`src/rtl/tie_cfg_ctrl.sv`:
```
// Tie-off configuration sequencer: reset defaults, serial MSB-first shadow load,
// explicit commit to the macro-facing register, and a lock held until reset.
module tie_cfg_ctrl #(
  parameter int unsigned       WIDTH   = 16,
  parameter logic [WIDTH-1:0]  DEFAULT = '1
) (
  input  logic             CLK,
  input  logic             RST,
  input  logic             start,
  input  logic             sdi,
  input  logic             sdi_valid,
  output logic             sdi_ready,
  input  logic             commit,
  input  logic             lock,
  output logic [WIDTH-1:0] cfg_out,
  output logic             busy,
  output logic             done,
  output logic             locked,
  output logic             err
);

  localparam int unsigned CW = $clog2(WIDTH + 1);

  typedef enum logic [1:0] {
    S_IDLE,
    S_SHIFT,
    S_WAIT_COMMIT,
    S_LOCKED
  } state_e;

  state_e           state_q, state_d;
  logic [CW-1:0]    cnt_q, cnt_d;
  logic [WIDTH-1:0] shadow_q, shadow_d;
  logic [WIDTH-1:0] cfg_q, cfg_d;
  logic             err_q, err_d;
  logic             done_q, done_d;
  logic             ready_q, busy_q, locked_q;

  always_comb begin
    state_d  = state_q;
    cnt_d    = cnt_q;
    shadow_d = shadow_q;
    cfg_d    = cfg_q;
    err_d    = err_q;
    done_d   = 1'b0;
    unique case (state_q)
      S_IDLE: begin
        if (lock) begin
          state_d = S_LOCKED;
        end else if (start) begin
          state_d = S_SHIFT;
          cnt_d   = '0;
          err_d   = 1'b0;
        end
      end
      S_SHIFT: begin
        // Restart outranks commit and any bit offered in the same cycle
        if (start) begin
          cnt_d = '0;
        end else if (commit) begin
          err_d    = 1'b1;
          shadow_d = cfg_q;
          state_d  = S_IDLE;
        end else if (sdi_valid && ready_q) begin
          shadow_d = {shadow_q[WIDTH-2:0], sdi};
          cnt_d    = cnt_q + CW'(1);
          if (cnt_q == CW'(WIDTH - 1)) state_d = S_WAIT_COMMIT;
        end
      end
      S_WAIT_COMMIT: begin
        if (start) begin
          state_d = S_SHIFT;
          cnt_d   = '0;
        end else if (commit) begin
          cfg_d   = shadow_q;
          done_d  = 1'b1;
          state_d = S_IDLE;
        end
      end
      S_LOCKED: begin
        if (start || commit) err_d = 1'b1;
      end
      default: state_d = S_IDLE;
    endcase
  end

  // Status outputs are registered decodes of the next state
  always_ff @(posedge CLK) begin
    if (RST) begin
      state_q  <= S_IDLE;
      cnt_q    <= '0;
      shadow_q <= DEFAULT;
      cfg_q    <= DEFAULT;
      err_q    <= 1'b0;
      done_q   <= 1'b0;
      ready_q  <= 1'b0;
      busy_q   <= 1'b0;
      locked_q <= 1'b0;
    end else begin
      state_q  <= state_d;
      cnt_q    <= cnt_d;
      shadow_q <= shadow_d;
      cfg_q    <= cfg_d;
      err_q    <= err_d;
      done_q   <= done_d;
      ready_q  <= (state_d == S_SHIFT);
      busy_q   <= (state_d == S_SHIFT) || (state_d == S_WAIT_COMMIT);
      locked_q <= (state_d == S_LOCKED);
    end
  end

  assign sdi_ready = ready_q;
  assign cfg_out   = cfg_q;
  assign busy      = busy_q;
  assign done      = done_q;
  assign locked    = locked_q;
  assign err       = err_q;

endmodule

```
`config.mk`:
```
export PLATFORM = sky130hd
export DESIGN_NAME = tie_cfg_ctrl
export DESIGN_NICKNAME = d
export VERILOG_FILES = /design/src/rtl/tie_cfg_ctrl.sv
export SDC_FILE = /design/constraint.sdc
export NUM_CORES = 1
export LEC_CHECK = 0
export ABC_AREA = 1
export ABC_CLOCK_PERIOD_IN_PS = 3500
export CAP_MARGIN = 25
export CORE_MARGIN = 10
export CORE_UTILIZATION = 40
export DETAILED_ROUTE_END_ITERATION = 16
export PLACE_DENSITY = 0.68
export SYNTH_ARGS = -nofsm -noshare
export SYNTH_HDL_FRONTEND = slang
export SYNTH_SLANG_ARGS = --single-unit
```
`constraint.sdc`:
```
create_clock -name CLK -period 3.5 [get_ports CLK]
set_input_delay 0.7 -clock CLK [delete_from_list [all_inputs] [get_ports CLK]]
set_output_delay 0.7 -clock CLK [all_outputs]
set_load 0.005 [all_outputs]
```
# Yosys cells after proc, flatten, opt, wreduce, memory -nomap -nowiden
# Cells that the tools add are included.
# W data, S select, Z words.
word_totals:
  ff_bits: 44
  out_inout_bits: 21
  elab_cells: 62
op_classes:
  add_sub_neg: 1
  eq_ne: 14
  n_mux: 24
  bitwise: 2
  n_reduce_logical: 12
op_table:
  columns: ["op", "count"]
  rows:
  - ["$mux W16", 2]
  - ["$mux W5", 5]
  - ["$mux W2", 8]
  - ["$pmux W5 S3", 1]
  - ["$ne A2 B2 Y1 const B", 5]
  - ["$eq A2 B2 Y1 const B", 4]
  - ["$mux W1", 6]
  - ["$ne A3 B3 Y1 const B", 2]
  - ["$pmux W2 S3", 1]
  - ["$reduce_and A3 Y1", 2]
  - ["$reduce_and A6 Y1", 1]
  - ["$reduce_bool A3 Y1", 2]
  - ["$add A5 B1 Y5 const B", 1]
  - ["$eq A5 B4 Y1 const B", 1]
  - ["$eq A2 B1 Y1 const B", 2]
  - ["$reduce_and A4 Y1", 1]
  - ["$pmux W1 S3", 1]
  - ["$reduce_or A3 Y1", 1]
  - ["$logic_not A2 Y1", 1]
  - ["$logic_or A1 B1 Y1", 2]
  - ["$not A1 Y1", 2]
  - ["$reduce_bool A2 Y1", 1]
  - ["$logic_and A1 B1 Y1", 1]

# Logic depth before layout (Yosys ltp)
# Gate-level depths: netlist of run 1.
depth:
  ltp_word: 8
  depth_mapped: 12
  depth_no_buf: 12

# Worst setup path before layout of run 1
# No wires, ideal clock.
synth_timing:
  path_type: "input -> register"
  startpoint: "in commit"
  endpoint: "reg busy_q, in the netlist busy"
  arrival_ns: 1.483
  required_time_ns: 3.383
  slack_ns: 1.900
  cell_stages: 7
  path_buffers: 1
  cell_sequence: "clkbuf_2 -> nor2_1 -> o21ai_0 -> nand3_1 -> inv_1 -> ha_1 -> nor2_1"
synth_via:
  elab_chain_len: 5
  word_cells_on_any_way: 8
  classes_between: "2 x eq/ne; 5 x mux; 1 x reduce/logical"
synth_lines:
  columns: ["element", "line_no", "rtl"]
  rows:
  - ["from (decl)", "13", "input logic commit,"]
  - ["$mux W2, on equally long branches", "74, 60", null]
  - ["$mux W2, on equally long branches", "71, 58", null]
  - ["$pmux W2 S3 *", "46", "unique case (state_q)"]
  - ["net state_d[1]", "31", "state_e state_q, state_d;"]
  - ["$eq A2 B1 Y1 / $eq A2 B2 Y1 (equally long branches)", "107", "busy_q <= (state_d == S_SHIFT) || (state_d == S_WAIT_COMMIT);"]
  - ["$logic_or A1 B1 Y1 *", "107", null]
  - ["to (signal assigned)", "107", null]
  - ["to (decl)", "37", "logic ready_q, busy_q, locked_q;"]
# The timed path passes the listed nets; every way through them passes the cells marked *.
# A chain may end at the register's enable or synchronous reset.

# Worst setup path after layout of run 1
layout_timing:
  startpoint: "in commit"
  endpoint: "reg cfg_q[13], in the netlist cfg_out[13]"
layout_via:
  elab_chain_len: 1
layout_lines:
  columns: ["element", "line_no", "rtl"]
  rows:
  - ["$reduce_and A3 Y1 (no source line)", null, null]
  - ["to (signal assigned)", "103", "cfg_q <= cfg_d;"]
  - ["to (decl)", "34", "logic [WIDTH-1:0] cfg_q, cfg_d;"]
# Every way passes these cells.

==> flow_summary.ini, run 1 <==
[finish]
design_area_mm2 = 0.00234
fin_nets = 292
drive_above_1_share_pct = 10.3
fillers = 499
final_common_cell = nand2_1
syn_to_final_growth_pct = 19.6
multi_input_area_um2 = 911
n_antenna_cell = 0
layout_common_cells = nand2_1 (70), dfxtp_1 (44), clkdlybuf4s50_1 (27), o211ai_1 (23)
regArea_um2 = 881

[critical_path]
startpoint_type = input pin
crit_chain = clkdlybuf4s50_1, inv_2, nor2_2, nand3_2, clkinv_1, nand2_1, nand3_1
path_buf_inv = 3
cp_data_arrival_time_ns = 2.77
end_kind = flip-flop
crit_path_max_fanout = 26
cp.required_ns = 3.68
startpoint = commit
reg2reg_slack_ns = 1.74
slowest_delay_ns = 0.63
crit_type = input pin to flip-flop
critical_path.slowest_cell = clkdlybuf4s50_1
reg2reg_from = cnt_q[0]$_SDFFE_PP0P_
crit_family = buffers and inverters

[sta]
setup_viol = 0
fmax_ghz = 0.386
tightest_slew_ns = 0.562
tns_ns = 0
relSlewSlack_pct = 62.4
slew_viol_final = 0
layout_min_cycle_time_ns = 2.59
timing.final.crit_share_pct = 73.9
final_hold_viol_count = 0
rsz0062_at_grt = false
fin_skew_ns = 0.00458

[global_route]
gr-usage-met3_pct = 4.82
grt_use_met2_pct = 17.9
grt_util_met1_pct = 11.7
antenna_found_initial = 0
grt_pass1_wl_um = 7500
grt_pass1_vias = 1697
grt_max_degree = 34
grt-ovfl-total = 0
busiest_layer = met2
grt_use_total_pct = 10.7

[hold_path]
hold_path.class = flip-flop to flip-flop
min_from = err$_SDFFE_PP0P_

[placement]
gp_congestion = 0.848
dpl_cell_area_mm2 = 0.00224
port_buffers = 27
dp_hpwl_um = 2810

[power]
vdd_drop_max_mv = 0.244
p_int_uw = 764
power_density_mw_per_mm2 = 451
p_seq_share_pct = 52.7
comb_power_share_pct = 15.7
power.leakage_nw = 1.09
p_switching_uw = 291
switching_share_pct = 27.6
power.share.clock_pct = 31.6

[job]
max_cap_viol_count = 0

[synthesis]
syn_nets = 269
netlist_area_mm2 = 0.00195
synth_seq_cells = 44
yosysTopAreaCell = dfxtp_1
yosysSeqAreaShare_pct = 45.1
avgSynthCellArea_um2 = 7.58
yosys_warnings = 0
netlist.area_leader.share_pct = 45.1
syn_inst = 258
synth_cell_types = 25
synth_area_leaders = dfxtp_1 (45%), nand2_1 (13%), o211ai_1 (8.8%)

[clock_network]
numCtsBuffers = 5
cts.clk_slew.worst_paths_ns = 0.08
ctsHoldBuffers = 0
ctsHtreeMaxLevel = 2
cts_sinks = 44
root_buffer = clkbuf_8
cts_tree = built
cts_setup_buffers = 0
clockBufferDepth = 2
clk_latency_ns = 0.30
cts_resized = 0

[die]
initial_core_util_pct = 41.4
row_count = 25
coreArea_mm2 = 0.00472
die_x_um = 89.9
die-area_mm2 = 0.00808
ioPinCount = 28
die_h_um = 89.9

[detailed_routing]
wl_um = 4120
ant_nets = 0
drt_pass1_iterations = 8
via_per_inst = 4.85
drc = 0
wire_per_inst_um = 11.8
drtIter0Drc = 116
vias = 1692

[outcome]
status = complete, no violations
[synth_stat cells (all sizes together)]
cell type / instances
o21ai: 19
o211ai: 23
a21oi: 9
or2: 9
o31ai: 1
clkbuf: 4
o21a: 1
clkinv: 2
nand2: 72
nor2: 19
buf: 8
ha: 4
nand3: 20
dfxtp: 44
nand4: 1
inv: 22
[power groups by stage]
| stage | logic [mW] | clock network (mW) | registers, mW |
|---|---|---|---|
| floorplan | 0.114 | 0 | 0.564 |
| global route | 0.193 | 0.361 | 0.562 |
| global placement | 0.166 | 0 | 0.568 |
| CTS | 0.168 | 0.344 | 0.556 |
| finish | 0.166 | 0.333 | 0.556 |
| detailed placement | 0.167 | 0 | 0.568 |
[metrics by stage]
step	std cells	setup WS, ns	total power [mW]	hold slack [ns]	util [%]
floorplan	258	1.90	0.678	0.429	-
global placement	341	0.683	0.734	0.446	47.5
detailed placement	341	0.638	0.735	0.450	47.5
CTS	349	0.943	1.07	0.465	49.5
global route	349	0.661	1.12	0.476	49.5
finish	349	0.912	1.06	0.458	49.5
[sequential cells by signal (all words and copies together) (netlist names)]
register and count:
cfg_out 16, cnt_q 5, state_q 2, done 1, sdi_ready 1, err 1
busy 1, locked 1, shadow_q 16
[final timing paths]
check                                  end  cells past startpoint
setup / recovery  cfg_out[13]$_SDFFE_PP1P_                      7
hold / removal            err$_SDFFE_PP0P_                      2
setup reg to reg           busy$_SDFF_PP0_                     11
hold reg to reg           err$_SDFFE_PP0P_                      2
[routing by layer]
layer  wire length, um  share of wire, %  vias up
met1              1970                48      754
li1                  -                 -      893
met5                 0                 0        -
met2              1790                43       38
met3               312               7.6        7
met4                48               1.2        0
[cell type report]
type,count,share of cell area (%)
clock buffers,7,3.69
clock inverters,1,0.321
inverters,24,3.85
multi-input cells,178,39.0
flip-flops and latches,44,37.7
well taps,67,3.59
repair buffers,28,11.9
[cells by family (layout without fill, tap and decap cells)]
logic type,after synthesis,after routing,synth area share [%]
AND/OR/NAND/NOR,121,121,27.1
AO/OA/AOI/OAI,53,53,17.0
flip-flops,44,44,45.1
buffers and inverters,36,60,8.32
adder cells (fa/ha/maj),4,4,2.56
[worst reg2reg max path: stages (launching register included)]
cell and delay (ns):
dfxtp_1 0.40, ha_1 0.19, nand2_1 0.07, nor2_1 0.10
ha_1 0.14, nand2_1 0.05, nor2_1 0.12, o21ai_0 0.09
nand2_1 0.09, nand2_1 0.08, ha_1 0.29, nor2_1 0.08
Note: power is estimated with default switching activity, not from simulation.
==> run 2, diff against run 1 <==
Settings changed: ABC_CLOCK_PERIOD_IN_PS 3500 to 2580.
Clock period 3.5 ns to 2.58 ns, I/O delays scaled along.
==> run 2 against run 1 <==
  * Cell count grew 1.4%
  * Sequential cell count is the same
  * Count of clock-buffer cells in the layout shrank 2
  * Highest routed layer unchanged
  * Global-route usage shrank 0.19 points
  * Total power grew 46%
  * Via count grew 2.1%
  * First-iteration DRC count grew 3.4%
  * Non-clock buffer count grew 5
  * Design area grew 2.5%
  * Clock power grew 65%
==> flow_summary.ini, run 2 (same netlist as run 1, synthesis figures left out) <==
[finish]
syn_to_final_growth_pct = 22.6
fin_nets = 297
multi_input_area_um2 = 911
n_antenna_cell = 0
fillers = 467
design_area_mm2 = 0.00240
final_common_cell = nand2_1
drive_above_1_share_pct = 12.2
regArea_um2 = 881
layout_common_cells = nand2_1 (70), dfxtp_1 (44), clkdlybuf4s50_1 (27), o211ai_1 (23)

[power]
vdd_drop_max_mv = 0.385
power_density_mw_per_mm2 = 641
power.leakage_nw = 1.12

[clock_network]
ctsHtreeMaxLevel = 2
cts.clk_slew.worst_paths_ns = 0.09
clk_latency_ns = 0.30
cts_tree = built
cts_resized = 0
ctsHoldBuffers = 0
root_buffer = clkbuf_8
numCtsBuffers = 5
cts_sinks = 44
clockBufferDepth = 2
cts_setup_buffers = 0

[placement]
gp_congestion = 0.847
port_buffers = 27
post-place-ws_ns = 0.449
dp_hpwl_um = 3000
dpl_cell_area_mm2 = 0.00228

[critical_path]
crit_chain = ha_1, nand2_1, nor2_1, ha_1, nand2_1, nor2_1, o21ai_0, nand2_1, nand2_1, ha_1, nor2_1
cp.required_ns = 2.82
slowest_delay_ns = 0.42
startpoint_type = flip-flop
crit_path_max_fanout = 5
end_kind = flip-flop
critical_path.slowest_cell = dfxtp_1
crit_type = flip-flop to flip-flop
critPathMostFrequentCell = nand2_1
startpoint = cnt_q[0]$_SDFFE_PP0P_
reg2reg_slack_ns = 0.75
cp_data_arrival_time_ns = 2.07
reg2reg_from = cnt_q[0]$_SDFFE_PP0P_

[outcome]
status = complete, no violations

[global_route]
grt_use_total_pct = 10.5
antenna_found_initial = 0
grt_pass1_vias = 1521
grt_pass1_wl_um = 7320
grt_max_degree = 33
grt-ovfl-total = 0

[detailed_routing]
wire_per_inst_um = 12.2
ant_nets = 0
wl_um = 4320
drtIter0Drc = 120
drc = 0
drt_pass1_iterations = 4
via_per_inst = 4.88
vias = 1727

[sta]
timing.final.crit_share_pct = 71.1
fin_skew_ns = 0.00737
worst_slack_ns = 0.747
final_hold_viol_count = 0
fmax_ghz = 0.546
relSlewSlack_pct = 64.7
setup_viol = 0
tightest_slew_ns = 0.527
layout_min_cycle_time_ns = 1.83
slew_viol_final = 0
rsz0062_at_grt = false
worst_hold_slack_ns = 0.448
tns_ns = 0

[die]
row_count = 25
die-area_mm2 = 0.00808
die_h_um = 89.9
die_x_um = 89.9
ioPinCount = 28
coreArea_mm2 = 0.00472
initial_core_util_pct = 41.4

[hold_path]
hold_path.class = flip-flop to flip-flop
min_from = err$_SDFFE_PP0P_

[job]
max_cap_viol_count = 0
run 2: layer usage:
metal	track usage [%]	up-vias	wire length (um)
li1	-	901	-
met1	13.1	788	2090
met2	16.0	36	1930
met3	4.41	2	271
met4	3.05	0	19
met5	0	-	0
run 2: worst max-delay path, delay by kind of cell (launching register included):
family                     cells  cell delay [ns]
and+or+nand+nor                7             0.62
adders and majority gates      3             0.64
DFF                            1             0.42
AOI/OAI and AO/OA              1             0.10
run 2: cell type report:
cell class	count	share of cell area, %
clock buffer	5	2.87
clock inverter	3	1.93
inverter	24	3.76
multi-input combinational	178	38.0
sequential	44	36.8
tap	67	3.50
timing repair buffer	33	13.2
run 2: power breakdown:
part	internal, mW	switching (mW)	leakage (nW)
sequential	0.723	0.0323	0.359
combinational	0.100	0.132	0.708
clock	0.292	0.258	0.0548
run 2: path summary, 6_finish.rpt:
path	cells after the start	end
max	11	busy$_SDFF_PP0_
min	2	err$_SDFFE_PP0P_
max reg2reg	11	busy$_SDFF_PP0_
min reg2reg	2	err$_SDFFE_PP0P_
run 2: metrics by stage:
| stage | util [%] | total power [mW] | std cells |
|---|---|---|---|
| finish | 50.7 | 1.54 | 354 |
| global route | 50.7 | 1.62 | 354 |
| CTS | 50.7 | 1.55 | 354 |
| detailed placement | 48.3 | 1.01 | 346 |
| global placement | 48.3 | 1.00 | 346 |
| floorplan | - | 0.920 | 258 |
